$ cat config.mk
export PLATFORM = sky130hd
export DESIGN_NAME = apb_i2c_fifo
export DESIGN_NICKNAME = d
export VERILOG_FILES = /design/src/rtl/apb_i2c_pkg.sv /design/src/rtl/fifo_mem_2p.sv /design/src/rtl/apb_i2c_fifo.sv
export SDC_FILE = /design/constraint.sdc
export NUM_CORES = 1
export LEC_CHECK = 0
export ABC_AREA = 1
export BUFFER_PORTS_ARGS = -buffer_cell sky130_fd_sc_hd__buf_2
export CORE_MARGIN = 2
export CORE_UTILIZATION = 49
export DETAILED_ROUTE_END_ITERATION = 6
export GPL_TIMING_DRIVEN = 0
export PLACE_DENSITY = 0.68
export REMOVE_ABC_BUFFERS = 1
export SYNTH_ARGS = -nofsm -noshare
export SYNTH_HDL_FRONTEND = slang
export SYNTH_HIERARCHICAL = 1
export SYNTH_SLANG_ARGS = --single-unit
$ cat constraint.sdc
create_clock -name PCLK -period 5.1 [get_ports PCLK]
set_input_delay 0 -clock PCLK [delete_from_list [all_inputs] [get_ports PCLK]]
set_output_delay 0 -clock PCLK [all_outputs]
set_load 0.05 [all_outputs]
$ cat src/rtl/apb_i2c_pkg.sv
// Shared constants for the APB I2C controller: register map and FIFO sizing.
package apb_i2c_pkg;

    localparam logic [31:0] ADDR_TX      = 32'd0;
    localparam logic [31:0] ADDR_RX      = 32'd4;
    localparam logic [31:0] ADDR_CONFIG  = 32'd8;
    localparam logic [31:0] ADDR_TIMEOUT = 32'd12;

    localparam int I2C_DWIDTH     = 32;
    localparam int I2C_FIFO_DEPTH = 16;

endpackage

$ cat src/rtl/fifo_mem_2p.sv
// DEPTH x DWIDTH register array, one write port and one registered read port.
module fifo_mem_2p #(
    parameter int DWIDTH = 32,
    parameter int DEPTH  = 16,
    parameter int AW     = $clog2(DEPTH)
) (
    input  logic              PCLK,
    input  logic              PRESETn,
    input  logic              we,
    input  logic [AW-1:0]     waddr,
    input  logic [DWIDTH-1:0] wdata,
    input  logic              re,
    input  logic [AW-1:0]     raddr,
    output logic [DWIDTH-1:0] rdata
);

    logic [DWIDTH-1:0] mem_q [DEPTH];
    logic [DWIDTH-1:0] rdata_d, rdata_q;

    // Storage is deliberately left unreset; only the output register is cleared.
    always_ff @(posedge PCLK) begin
        if (we) mem_q[waddr] <= wdata;
    end

    always_comb begin
        rdata_d = rdata_q;
        if (re) rdata_d = mem_q[raddr];
    end

    always_ff @(posedge PCLK or negedge PRESETn) begin
        if (!PRESETn) rdata_q <= '0;
        else          rdata_q <= rdata_d;
    end

    assign rdata = rdata_q;

endmodule

$ cat src/rtl/apb_i2c_fifo.sv
// Synchronous data FIFO between the APB front-end and the I2C core, with
// occupancy, full/empty/almost-full and sticky overflow/underflow flags.
module apb_i2c_fifo
    import apb_i2c_pkg::*;
#(
    parameter int DWIDTH    = I2C_DWIDTH,
    parameter int DEPTH     = I2C_FIFO_DEPTH,
    parameter int AFULL_LVL = DEPTH - 2,
    localparam int AW       = $clog2(DEPTH)
) (
    input  logic              PCLK,
    input  logic              PRESETn,
    input  logic              clr,
    input  logic              wr_en,
    input  logic [DWIDTH-1:0] wr_data,
    input  logic              rd_en,
    output logic [DWIDTH-1:0] rd_data,
    output logic              rd_valid,
    output logic [AW:0]       count,
    output logic              empty,
    output logic              full,
    output logic              almost_full,
    output logic              overflow,
    output logic              underflow
);

    localparam logic [AW:0] DEPTH_C = (AW+1)'(DEPTH);
    localparam logic [AW:0] AFULL_C = (AW+1)'(AFULL_LVL);

    logic [AW-1:0] wr_ptr_d, wr_ptr_q, rd_ptr_d, rd_ptr_q;
    logic [AW:0]   count_d, count_q;
    logic          rd_valid_d, rd_valid_q;
    logic          overflow_d, overflow_q, underflow_d, underflow_q;
    logic          wr_ok, rd_ok;

    assign empty       = (count_q == '0);
    assign full        = (count_q == DEPTH_C);
    assign almost_full = (count_q >= AFULL_C);

    // clr masks both ports so a flush never moves data in the same cycle.
    assign wr_ok = wr_en & ~full  & ~clr;
    assign rd_ok = rd_en & ~empty & ~clr;

    always_comb begin
        wr_ptr_d    = wr_ptr_q;
        rd_ptr_d    = rd_ptr_q;
        count_d     = count_q;
        rd_valid_d  = rd_ok;
        overflow_d  = overflow_q  | (wr_en & full);
        underflow_d = underflow_q | (rd_en & empty);
        if (wr_ok) wr_ptr_d = wr_ptr_q + AW'(1);
        if (rd_ok) rd_ptr_d = rd_ptr_q + AW'(1);
        if (wr_ok && !rd_ok) count_d = count_q + (AW+1)'(1);
        if (rd_ok && !wr_ok) count_d = count_q - (AW+1)'(1);
        if (clr) begin
            wr_ptr_d    = '0;
            rd_ptr_d    = '0;
            count_d     = '0;
            overflow_d  = 1'b0;
            underflow_d = 1'b0;
        end
    end

    always_ff @(posedge PCLK or negedge PRESETn) begin
        if (!PRESETn) begin
            wr_ptr_q    <= '0;
            rd_ptr_q    <= '0;
            count_q     <= '0;
            rd_valid_q  <= 1'b0;
            overflow_q  <= 1'b0;
            underflow_q <= 1'b0;
        end else begin
            wr_ptr_q    <= wr_ptr_d;
            rd_ptr_q    <= rd_ptr_d;
            count_q     <= count_d;
            rd_valid_q  <= rd_valid_d;
            overflow_q  <= overflow_d;
            underflow_q <= underflow_d;
        end
    end

    fifo_mem_2p #(
        .DWIDTH (DWIDTH),
        .DEPTH  (DEPTH),
        .AW     (AW)
    ) u_mem (
        .PCLK    (PCLK),
        .PRESETn (PRESETn),
        .we      (wr_ok),
        .waddr   (wr_ptr_q),
        .wdata   (wr_data),
        .re      (rd_ok),
        .raddr   (rd_ptr_q),
        .rdata   (rd_data)
    );

    assign count     = count_q;
    assign rd_valid  = rd_valid_q;
    assign overflow  = overflow_q;
    assign underflow = underflow_q;

endmodule

==> summary.txt, run 1 <==
Cells and area
  • Area overhead of the layout relative to synthesis: 14.57%
  • Fraction of final layout cells with drive strength greater than 1: between 10 and 15%
  • Non-filler cells in the finished layout: 2691
  • Post-layout instance area: ~0.026 sq mm
  • Fill cell count: ~3800
  • Layout net count: about 2100

Timing
  • Worst Max-Slew Pin Slew: between 1 and 1.5 ns
  • Hold violation count in the final report: 0
  • Pins over their slew limit: 0
  • Worst slew margin relative to its limit: between 10% and 20%
  • Sum of negative setup slack: 0 ns
  • Worst hold slack after final layout: 0.0002169 ns
  • Upper clock frequency limit: about 280 MHz
  • Part of the cycle the worst path needs: approximately 71%
  • Final Setup Violations: 0
  • RSZ-0062 raised after global routing: no
  • Fin Clk Skew: between 0.007 and 0.008 ns
  • Clock period minus worst slack: ~3.6 ns
  • Post-route worst setup slack: about 1.5 ns

Power
  • Power dissipated by switching net loads: between 0.004 and 0.005 W
  • Peak supply drop: 0.2786 mV
  • Share of power burned in combinational logic: 26.4%
  • Cell internal power dissipation: between 0.008 and 0.009 W
  • Leakage: about 9.8 nW
  • Power density of the placed cells: 486.1 mW/mm^2
  • Clock share of power: 30.7%
  • Switching share of power: between 30% and 40%
  • Sequential group share of total power: between 40 and 50%

Logic synthesis
  • Synthesis Warnings: 6
  • Share of synthesized flip-flops with an asynchronous set or reset: 8.571%
  • Area contributors post-synth: sky130_fd_sc_hd__edfxtp_1 67%, sky130_fd_sc_hd__nand2_1 13%, sky130_fd_sc_hd__nand3_1 8.7%
  • Simple-gate share of the synthesized area: about 23%
  • Mux share of post-synthesis cell area: 0%
  • Predominant post-synthesis flop cell: sky130_fd_sc_hd__edfxtp_1
  • Most area-hungry cell type in the Yosys netlist: sky130_fd_sc_hd__edfxtp_1
  • Area share of the largest cell type after synthesis: between 60% and 70%
  • FF+latch count, synth: 560
  • Area of the mapped netlist: roughly 0.023 sq mm
  • Area share of fa/ha/maj cells after synthesis: less than 1%
  • Portion of the post-synthesis area used by sequential elements: between 70% and 80%
  • Xor-xnor portion of the synthesized cell area: 0.07688%
  • Combinational family with the most area after synthesis: simple AND/OR/NAND/NOR gates
  • Cell count after synthesis: slightly below 2000
  • Synth Area in Compound Gates: less than 1%
  • Average footprint of a synthesized cell: between 10 and 15 sq um
  • Yosys cell types: 30
  • Number of enable flip-flop cells after synthesis: 512

Status
  • Result of the run: finished clean

Routing
  • Number of design-rule violations left by the first detailed-router iteration: 1231
  • Average routed wire per standard cell: 19.87 microns
  • Ratio of routed vias to standard cells: roughly 5.5
  • Total Routed Length: around 53000 microns
  • Router iterations before antenna repair: 5
  • Post-DRT Antenna Nets: 0
  • Final routed DRC violation total: 0
  • Total via count after detailed routing: about 15000

Placement
  • DP Wirelength: roughly 28000 microns
  • Port-buffer cells: 79
  • Global placer's final weighted congestion: around 0.74
  • Placed Instances: around 2600
  • Placed Area: 0.02401 sq mm
  • Setup slack at placement: 1.501 ns

Clocking
  • CTS tree: built
  • Number of clock sinks: 560
  • TritonCTS Buffers: 53
  • CTS HTree Levels: 2
  • Post-CTS Hold Buffers: 37
  • Buffer type at the clock tree root: sky130_fd_sc_hd__clkbuf_16
  • Post-CTS Setup Inserts: 0
  • Maximum clock insertion buffer count: 3
  • Clock Pin Slew Worst Setup and Hold Paths: roughly 0.06 ns
  • Clock Latency Late Sink: roughly 0.60 ns
  • Post-cts gate resize count: 0

Floorplan
  • Initial core utilization: about half
  • Number of top-level pins: 80
  • Die area: between 0.04 and 0.05 sq mm
  • Area of the core region: roughly 0.046 sq mm
  • Num rows: approximately 80
  • Die boundary width: between 200 and 250 microns
  • Die Y: ~220 microns

Global route
  • Total overflow reported by the global router: 0
  • Number of antenna violations at the first check in global routing: 1
  • Global-route wire length before repair: a little over 80000 microns
  • Total global routing track utilization: 22.57%
  • Number of global-route vias before repair: about 14000
  • Maximum number of pins on one net before global-route repair: around 150

Critical path
  • Crit Path Category: reg -> reg
  • CP Data Arrival Time: approximately 4.2 ns
  • Crit. End Element: flop
  • Startpoint types: flop
  • Biggest fanout along the worst timing path: 150
  • Critical path data required time: about 5.6 ns

Job
  • MaxCap Viol Count: 0

Worst hold path
  • Class of the worst hold path: in -> async
-- area by class of cell --
type | instances | area, sq um | area share (%)
flip-flops and latches | 560 | 16590 | 63.54
clock inverters | 22 | 209.0 | 0.8004
repair buffers | 144 | 1419 | 5.435
well taps | 607 | 759.5 | 2.909
clock buffers | 78 | 1513 | 5.795
diodes | 1 | 2.502 | 0.009586
multi-input cells | 1257 | 5514 | 21.12
inverters | 22 | 100.1 | 0.3834
-- sequential cells by signal, summed over array words and instances (netlist names) --
signal	count
count	5
overflow	1
rd_ptr_q	4
rd_valid	1
u_mem/mem_q	512
u_mem/rdata	32
underflow	1
wr_ptr_q	4
-- critical path, cell delays in order (launching register included) --
cell	delay (ns)
sky130_fd_sc_hd__dfrtp_4	0.64
sky130_fd_sc_hd__buf_16	0.26
sky130_fd_sc_hd__buf_16	0.25
sky130_fd_sc_hd__buf_16	0.23
sky130_fd_sc_hd__buf_12	0.22
sky130_fd_sc_hd__inv_8	0.67
sky130_fd_sc_hd__buf_16	0.45
sky130_fd_sc_hd__nand2_1	0.12
sky130_fd_sc_hd__nand3_1	0.12
sky130_fd_sc_hd__nand3_1	0.09
sky130_fd_sc_hd__nand2_1	0.08
sky130_fd_sc_hd__nand2_1	0.05
sky130_fd_sc_hd__nand2_1	0.10
sky130_fd_sc_hd__nand2_1	0.07
sky130_fd_sc_hd__nand2_1	0.10
-- through the flow --
stage | util [%] | power (W)
after floorplan | - | 0.007988
after global placement | 50.18 | 0.008914
after detailed placement | 51.90 | 0.008858
after CTS | 56.42 | 0.01277
after global routing | 56.43 | 0.01334
final | 56.43 | 0.01269
-- worst paths after layout --
kind / slack [ns] / to / startpoint / cells past startpoint
worst max-delay path: 1.47 / u_mem/rdata[8]$_DFFE_PN0P_ / rd_ptr_q[0]$_DFFE_PN0P_ / 14
worst min-delay path: 0.0002 / count[3]$_DFFE_PN0P_ / PRESETn / 2
worst max register to register: 1.47 / u_mem/rdata[8]$_DFFE_PN0P_ / rd_ptr_q[0]$_DFFE_PN0P_ / 14
worst min register to register: 0.47 / u_mem/rdata[15]$_DFFE_PN0P_ / u_mem/rdata[15]$_DFFE_PN0P_ / 2
max in group asynchronous: 4.55 / rd_ptr_q[0]$_DFFE_PN0P_ / PRESETn / 2
min in group PCLK: 0.25 / underflow$_DFF_PN0_ / clr / 3
-- power by group through the flow --
stage	logic (W)	registers (W)	clock network [W]
final	0.00335	0.00545	0.00390
after global routing	0.00372	0.00548	0.00414
after CTS	0.00336	0.00545	0.00396
after detailed placement	0.00332	0.00554	0
after global placement	0.00308	0.00583	0
after floorplan	0.00183	0.00616	0
-- synth_stat cells, types with 2 or more instances --
| master | n |
|---|---|
| sky130_fd_sc_hd__a21oi_1 | 8 |
| sky130_fd_sc_hd__buf_1 | 12 |
| sky130_fd_sc_hd__buf_2 | 38 |
| sky130_fd_sc_hd__buf_4 | 16 |
| sky130_fd_sc_hd__buf_6 | 25 |
| sky130_fd_sc_hd__clkbuf_1 | 20 |
| sky130_fd_sc_hd__dfrtp_1 | 48 |
| sky130_fd_sc_hd__edfxtp_1 | 512 |
| sky130_fd_sc_hd__ha_1 | 5 |
| sky130_fd_sc_hd__inv_1 | 16 |
| sky130_fd_sc_hd__inv_2 | 4 |
| sky130_fd_sc_hd__inv_4 | 2 |
| sky130_fd_sc_hd__nand2_1 | 796 |
| sky130_fd_sc_hd__nand2_2 | 2 |
| sky130_fd_sc_hd__nand2_4 | 5 |
| sky130_fd_sc_hd__nand3_1 | 394 |
| sky130_fd_sc_hd__nand3_2 | 2 |
| sky130_fd_sc_hd__nor2_1 | 25 |
| sky130_fd_sc_hd__nor2_2 | 3 |
| sky130_fd_sc_hd__nor3_1 | 2 |
| sky130_fd_sc_hd__o21ai_0 | 5 |
| sky130_fd_sc_hd__o21ai_2 | 3 |
-- cell usage in the layout (no fill, tap or decap), drive strengths merged, types with 2 or more instances in the layout --
cell type	synthesis	routed
clkinvlp	0	2
edfxtp	512	512
ha	5	5
dfrtp	48	48
nor3	2	2
o21ai	9	9
buf	92	107
nor2	29	29
nand2	803	803
clkinv	0	15
clkbuf	20	78
dlygate4sd3	0	37
nand3	396	396
bufinv	0	4
inv	22	23
a21oi	8	8
-- kinds of logic after synthesis --
kind of cell	Yosys count
XOR/XNOR	2
flip-flops	560
buffers and inverters	134
AND/OR/NAND/NOR	1231
AO/OA/AOI/OAI	18
adder cells (fa/ha/maj)	6
-- metal layers --
layer / track usage (%) / up-vias / wire (microns)
met5: 0 / - / 0
met4: 7.181 / 0 / 1288
met3: 3.133 / 97 / 3474
met2: 38.85 / 502 / 26660
met1: 29.79 / 7251 / 22040
li1: - / 6927 / -
Power figures use the tool's default switching activity.
==> inputs of run 2 (changes only) <==
--- a/config.mk
+++ b/config.mk
@@ -5,13 +5,13 @@
 export SDC_FILE = /design/constraint.sdc
 export NUM_CORES = 1
 export LEC_CHECK = 0
-export ABC_AREA = 1
+export ABC_AREA = 0
 export BUFFER_PORTS_ARGS = -buffer_cell sky130_fd_sc_hd__buf_2
 export CORE_MARGIN = 2
 export CORE_UTILIZATION = 49
 export DETAILED_ROUTE_END_ITERATION = 6
 export GPL_TIMING_DRIVEN = 0
-export PLACE_DENSITY = 0.68
+export PLACE_DENSITY = 0.71
 export REMOVE_ABC_BUFFERS = 1
 export SYNTH_ARGS = -nofsm -noshare
 export SYNTH_HDL_FRONTEND = slang
==> constraint.sdc (replaced) <==
create_clock -name PCLK -period 3.12 [get_ports PCLK]
set_input_delay 0 -clock PCLK [delete_from_list [all_inputs] [get_ports PCLK]]
set_output_delay 0 -clock PCLK [all_outputs]
set_load 0.05 [all_outputs]
==> run 2 against run 1 <==
Non-clock buffer count increased by 33; critical path depth decreased by 8; flip-flop and latch count unchanged; worst setup slack got worse by 1.4 ns; largest power group unchanged; critical endpoint is now u_mem/mem_q[5][13]$_DFFE_PP_; sequential power increased by 62%; highest routed layer is now met5; total power increased by 50%.
==> summary.txt, run 2 <==
Status
  • Result of the run: finished clean

Logic synthesis
  • Cell with the most instances after synthesis: sky130_fd_sc_hd__edfxtp_1
  • Cell count after synthesis: 969
  • Average footprint of a synthesized cell: approximately 22 sq um
  • Predominant post-synthesis flop cell: sky130_fd_sc_hd__edfxtp_1
  • Area of the mapped netlist: ~0.022 sq mm
  • Synthesis Warnings: 6
  • Area contributors post-synth: sky130_fd_sc_hd__edfxtp_1 71%, sky130_fd_sc_hd__mux4_2 12%, sky130_fd_sc_hd__dfrtp_1 5.5%
  • Yosys cell types: 50
  • FF+latch count, synth: between 500 and 600
  • Leading post-synthesis cells by instance count: 512 x sky130_fd_sc_hd__edfxtp_1, 120 x sky130_fd_sc_hd__mux4_2, 58 x sky130_fd_sc_hd__nor2_1
  • Share of synthesized flip-flops with an asynchronous set or reset: ~8.6%
  • Most area-hungry cell type in the Yosys netlist: sky130_fd_sc_hd__edfxtp_1
  • Area share of the largest cell type after synthesis: between 70 and 80%
  • Number of enable flip-flop cells after synthesis: 512
  • Portion of the post-synthesis area used by sequential elements: 76.26%

Power
  • Power density of the placed cells: roughly 740 mW/mm^2
  • Power dissipated by switching net loads: 0.005083 W
  • Clock share of power: a little under two fifths
  • Switching share of power: a little over a quarter
  • Share of power burned in combinational logic: around 17%
  • Sequential group share of total power: a little under half
  • Leakage: 8.350 nW
  • Cell internal power dissipation: between 0.01 and 0.015 W
  • Peak supply drop: about 0.55 mV

Clocking
  • Maximum clock insertion buffer count: 3
  • Clock Pin Slew Worst Setup and Hold Paths: roughly 0.06 ns
  • CTS tree: built
  • TritonCTS Buffers: 54
  • Number of clock sinks: between 500 and 600
  • Clock Latency Late Sink: ~0.60 ns
  • CTS HTree Levels: 2
  • Buffer type at the clock tree root: sky130_fd_sc_hd__clkbuf_16

Timing
  • Fin Clk Skew: between 0.02 and 0.025 ns
  • Final Setup Violations: 0
  • Worst slew margin relative to its limit: 21.94%
  • Pins over their slew limit: 0
  • Hold violation count in the final report: 0
  • Clock period minus worst slack: between 3 and 4 ns
  • Part of the cycle the worst path needs: 96.87%
  • Upper clock frequency limit: 330.9 MHz
  • Worst Max-Slew Pin Slew: approximately 1.2 ns

Job
  • MaxCap Viol Count: 0

Routing
  • Number of design-rule violations left by the first detailed-router iteration: around 1200
  • Final routed DRC violation total: 0
  • Post-DRT Antenna Nets: 0
  • Total Routed Length: roughly 47000 microns
  • Total via count after detailed routing: approximately 11000
  • Average routed wire per standard cell: ~26 microns
  • Router iterations before antenna repair: 5
  • Ratio of routed vias to standard cells: between 5 and 6

Floorplan
  • Area of the core region: between 0.04 and 0.05 sq mm
  • Die boundary width: between 200 and 250 microns
  • Initial core utilization: around 49%
  • Num rows: 77
  • Number of top-level pins: 80
  • Die area: between 0.04 and 0.05 sq mm
  • Die Y: 214.6 microns

Global route
  • Maximum number of pins on one net before global-route repair: 51
  • Total overflow reported by the global router: 0
  • Number of antenna violations at the first check in global routing: 1
  • Global-route wire length before repair: between 60000 and 70000 microns
  • Total global routing track utilization: about a fifth
  • Number of global-route vias before repair: roughly 11000

Cells and area
  • Fill cell count: just over 3000
  • Sequential cell area: ~0.017 sq mm
  • Area overhead of the layout relative to synthesis: 19.07%
  • Max reg flops: approximately 510
  • Number of antenna cells inserted: 0
  • Area used by multi-input combinational logic: slightly below 0.005 sq mm
  • Final core utilization: 58.78%
  • Most frequent standard cell in the layout excluding fill and tap cells: sky130_fd_sc_hd__edfxtp_1
  • Top register by number of flip-flops: u_mem/mem_q
  • Commonest cells after routing, fill and taps aside: 512 x sky130_fd_sc_hd__edfxtp_1, 120 x sky130_fd_sc_hd__mux4_2, 78 x sky130_fd_sc_hd__buf_2
  • Fraction of final layout cells with drive strength greater than 1: approximately a third
  • Layout net count: about 1200
  • Post-layout instance area: 0.02588 sq mm

Placement
  • Placed Area: between 0.02 and 0.025 sq mm
  • Port-buffer cells: 79
  • Global placer's final weighted congestion: just over 0.7
  • DP Wirelength: 25750 microns

Critical path
  • Critical path data required time: around 3.4 ns
  • Crit. End Element: flop
  • Startpoint types: flop
  • CP Data Arrival Time: 3.31 ns
  • Worst r2r path cells: 6
  • Reg2reg setup slack: roughly 0.098 ns
  • Biggest fanout along the worst timing path: 21
  • Crit Path Category: reg -> reg

Worst hold path
  • Class of the worst hold path: in -> async
==> run 2: cell types whose count changed after synthesis, moves of 23 or more <==
cell and delta:
sky130_fd_sc_hd__mux4_2 +120, sky130_fd_sc_hd__buf_2 -28, sky130_fd_sc_hd__nor2_1 +33, sky130_fd_sc_hd__nand3_1 -390
sky130_fd_sc_hd__mux2i_1 +36, sky130_fd_sc_hd__a221oi_2 +23, sky130_fd_sc_hd__nand2_1 -789
==> run 2: kinds of logic after synthesis <==
| group | share of synthesized area (%) |
|---|---|
| AO/OA/AOI/OAI | 3.742 |
| XOR/XNOR | 0.3223 |
| adder cells (fa/ha/maj) | 0.3799 |
| buffers and inverters | 2.182 |
| flip-flops | 76.26 |
| multiplexers | 15.06 |
| AND/OR/NAND/NOR | 2.055 |
==> run 2: critical path, cell delays in order, from the launching register on <==
cell,delay [ns]
sky130_fd_sc_hd__dfrtp_1,0.50
sky130_fd_sc_hd__nor4_4,0.11
sky130_fd_sc_hd__a21boi_2,0.43
sky130_fd_sc_hd__nor2b_1,0.38
sky130_fd_sc_hd__nand3b_1,0.40
sky130_fd_sc_hd__nor2_4,0.59
sky130_fd_sc_hd__buf_12,0.27
==> run 2: per-stage QoR <==
step / power, W / worst slack [ns] / hold WS, ns / cells / setup TNS [ns]
after global placement: 0.01221 / -5.391 / 0.3519 / 1587 / -1412.24
after detailed placement: 0.01206 / -0.2473 / 0.1837 / 1625 / -2.989
after global routing: 0.01967 / -0.04530 / 0.1145 / 1788 / -0.8286
final: 0.01903 / 0.09780 / 0.05820 / 1788 / 0
after floorplan: 0.01156 / -2.466 / -0.2956 / 916 / -391.23
after CTS: 0.01913 / 0.03465 / 0.09959 / 1771 / 0
==> run 2: final timing paths <==
check	from	end
max	count[1]$_DFFE_PN0P_	u_mem/mem_q[5][13]$_DFFE_PP_
min	PRESETn	u_mem/rdata[4]$_DFFE_PN0P_
max reg2reg	count[1]$_DFFE_PN0P_	u_mem/mem_q[5][13]$_DFFE_PP_
min reg2reg	underflow$_DFF_PN0_	underflow$_DFF_PN0_
max in group asynchronous	PRESETn	rd_ptr_q[0]$_DFFE_PN0P_
min in group PCLK	wr_data[27]	u_mem/mem_q[13][27]$_DFFE_PP_
==> run 2: layer usage <==
metal  vias up  share of wire, %  global-route usage [%]
li1       4460                 -                       -
met1      5599                43                   29.20
met2       372                48                   32.20
met3        72               6.3                   3.362
met4         2               2.1                   5.625
met5         -             0.028                       0
==> run 2: layout make-up <==
type / instances / share of cell area (%)
timing repair buffer: 177 / 6.682
sequential: 560 / 64.09
inverter: 4 / 0.05802
clock inverter: 21 / 1.465
tap: 592 / 2.862
multi-input combinational: 353 / 18.72
clock buffer: 81 / 6.121
==> run 2: power groups by stage <==
stage               logic, W  clock network, W  registers, W
finish               0.00317           0.00704       0.00882
global route         0.00337           0.00744       0.00886
CTS                  0.00317           0.00714       0.00882
detailed placement   0.00310                 0       0.00896
global placement     0.00305                 0       0.00916
floorplan            0.00167                 0       0.00989
==> run 2: timing repair <==
item | 4_1_cts | 5_1_grt
endpoints found under the hold margin | 575 | 0
gates cloned | 0 | 1
buffers inserted | 6 | 16
pin swaps | 2 | 11
hold buffers | 38 | 0
resized for setup | 1 | 5
setup endpoints to repair | 80 | 208
==> inputs of run 3 (changes only) <==
==> constraint.sdc (replaced) <==
create_clock -name PCLK -period 3.12 [get_ports PCLK]
set_input_delay 0.312 -clock PCLK [delete_from_list [all_inputs] [get_ports PCLK]]
set_output_delay 0.312 -clock PCLK [all_outputs]
set_load 0.05 [all_outputs]
==> run 3 against run 2 <==
Sequential power barely moved; clock skew decreased by 0.0014 ns; cell count decreased by 2.1%; core utilization decreased by 0.84 points; first-iteration DRC count down 5.9%; critical path type unchanged; critical endpoint unchanged; highest routed layer unchanged.
==> summary.txt, run 3 (same netlist as run 2, synthesis figures left out) <==
Routing
  • Total via count after detailed routing: between 10000 and 15000
  • Total Routed Length: 46540 microns
  • Post-DRT Antenna Nets: 0
  • Number of design-rule violations left by the first detailed-router iteration: between 1000 and 1500
  • Final routed DRC violation total: 0
  • Average routed wire per standard cell: between 20 and 30 microns
  • Ratio of routed vias to standard cells: 5.955
  • Router iterations before antenna repair: 5

Cells and area
  • Top register by number of flip-flops: u_mem/mem_q
  • Post-layout instance area: around 0.026 sq mm
  • Max reg flops: between 500 and 600
  • Layout net count: 1156
  • Final core utilization: 57.94%
  • Fill cell count: 3107
  • Sequential cell area: around 0.017 sq mm
  • Area used by multi-input combinational logic: just under 0.005 sq mm
  • Commonest cells after routing, fill and taps aside: 512 x sky130_fd_sc_hd__edfxtp_1, 120 x sky130_fd_sc_hd__mux4_2, 78 x sky130_fd_sc_hd__buf_2
  • Number of antenna cells inserted: 0
  • Fraction of final layout cells with drive strength greater than 1: 35.81%
  • Area overhead of the layout relative to synthesis: 17.36%
  • Most frequent standard cell in the layout excluding fill and tap cells: sky130_fd_sc_hd__edfxtp_1

Placement
  • DP Wirelength: about 26000 microns
  • Port-buffer cells: a little under 80
  • Setup slack at placement: -0.2473 ns
  • Placed Area: 0.02326 sq mm
  • Global placer's final weighted congestion: approximately 0.72

Global route
  • Total global routing track utilization: between 20% and 30%
  • Maximum number of pins on one net before global-route repair: around 50
  • Global-route wire length before repair: roughly 69000 microns
  • Number of antenna violations at the first check in global routing: 2
  • Met1 global-route usage: about 29%
  • Met3 routing resource usage after global routing: under 10%
  • Most congested layer reported by global routing: met2
  • Met2 global-route usage: 32.06%
  • Number of global-route vias before repair: 10720
  • Total overflow reported by the global router: 0

Timing
  • Upper clock frequency limit: between 300 and 400 MHz
  • Worst Max-Slew Pin Slew: roughly 1.2 ns
  • Clock period minus worst slack: 3.044 ns
  • Post-route worst setup slack: 0.07625 ns
  • Worst slew margin relative to its limit: 22.36%
  • Fin Clk Skew: roughly 0.019 ns
  • Part of the cycle the worst path needs: a little under 100%
  • Pins over their slew limit: 0
  • Hold violation count in the final report: 0
  • Worst hold slack after final layout: roughly 0.077 ns
  • Final Setup Violations: 0
  • Sum of negative setup slack: 0 ns

Floorplan
  • Die boundary width: between 200 and 250 microns
  • Die area: 0.04606 sq mm
  • Area of the core region: 0.04403 sq mm
  • Initial core utilization: 49.37%
  • Die Y: 214.6 microns
  • Num rows: 77
  • Number of top-level pins: 80

Critical path
  • Max incr delay on CP: between 0.5 and 0.6 ns
  • CP Data Arrival Time: between 3 and 4 ns
  • Worst reg2reg path endpoint: u_mem/mem_q[5][13]$_DFFE_PP_
  • Crit. End Element: flop
  • Startpoint types: flop
  • Critical path data required time: between 3 and 4 ns
  • Launch point of the worst reg-to-reg path: count[1]$_DFFE_PN0P_
  • Sequence of cells on the critical path: nor4_4, a21boi_2, nor2b_1, nand3b_1, nor2_4, buf_12
  • Biggest fanout along the worst timing path: 21
  • Crit Path Category: reg -> reg
  • Reg2reg setup slack: 0.08 ns
  • Critical-path cell with the highest stage delay: sky130_fd_sc_hd__nor2_4
  • Worst r2r path cells: 6
  • Start point of the critical path: count[1]$_DFFE_PN0P_

Power
  • Leakage: 8.190 nW
  • Peak supply drop: between 0.5 and 0.6 mV
  • Power density of the placed cells: 744.6 mW/mm^2

Clocking
  • Buffer type at the clock tree root: sky130_fd_sc_hd__clkbuf_16
  • Clock Latency Late Sink: about 0.6 ns
  • Maximum clock insertion buffer count: 3
  • TritonCTS Buffers: 54
  • CTS HTree Levels: 2
  • Number of clock sinks: 560
  • CTS tree: built
  • Clock Pin Slew Worst Setup and Hold Paths: around 0.060 ns

Worst hold path
  • Number of cells on the worst hold path: 1
  • Worst Min Path Start: wr_data[25]
  • Class of the worst hold path: in -> reg
  • Capture endpoint of the worst hold path: u_mem/mem_q[11][25]$_DFFE_PP_

Job
  • MaxCap Viol Count: 0

Status
  • Result of the run: finished clean
[run 3: repair_timing]
item,in CTS,in global routing
hold buffers,1,0
setup buffers,6,16
cloned,0,1
pin swaps,2,11
hold endpoints to repair,48,0
gates resized for setup,1,5
endpoints found under the setup margin,80,208
[run 3: per-layer routing]
metal,vias to the layer above,part of all wire (%)
li1,4384,-
met1,5566,42
met2,402,48
met3,72,7.0
met4,4,2.1
met5,-,0.060
[run 3: cell type report]
| type | count | area share, % |
|---|---|---|
| Sequential cell | 560 | 65.02 |
| Multi-Input combinational cell | 353 | 18.99 |
| Clock buffer | 81 | 6.210 |
| Timing Repair Buffer | 140 | 5.327 |
| Tap cell | 592 | 2.904 |
| Clock inverter | 21 | 1.486 |
| Inverter | 4 | 0.05886 |
[run 3: how the worst max path moves through the flow]
stage,end,slack (ns),depth (start not counted)
finish,u_mem/mem_q[5][13]$_DFFE_PP_,0.08,6
global route,u_mem/mem_q[5][28]$_DFFE_PP_,-0.05,6
CTS,u_mem/mem_q[8][19]$_DFFE_PP_,0.03,7
detailed placement,u_mem/mem_q[0][4]$_DFFE_PP_,-0.25,7
global placement,u_mem/rdata[6]$_DFFE_PN0P_,-5.39,6
floorplan,u_mem/rdata[0]$_DFFE_PN0P_,-2.47,6
[run 3: critical path, delay by kind of cell, from the launching register on]
kind,cells,cell delay [ns]
AOI/OAI and AO/OA,1,0.43
DFF,1,0.50
buffers and inverters,1,0.27
and+or+nand+nor,4,1.50
[run 3: through the flow]
stage | instances | power, W
after CTS | 1734 | 0.01908
final | 1751 | 0.01900
after global placement | 1587 | 0.01221
after global routing | 1751 | 0.01963
after detailed placement | 1625 | 0.01206
after floorplan | 916 | 0.01156
[run 3: report_power, final]
| part | total (W) | switching, W | internal, W |
|---|---|---|---|
| sequential | 0.00882 | 0.000295 | 0.00852 |
| combinational | 0.00313 | 0.00208 | 0.00105 |
| clock | 0.00704 | 0.00270 | 0.00434 |
| total | 0.0190 | 0.00508 | 0.0139 |
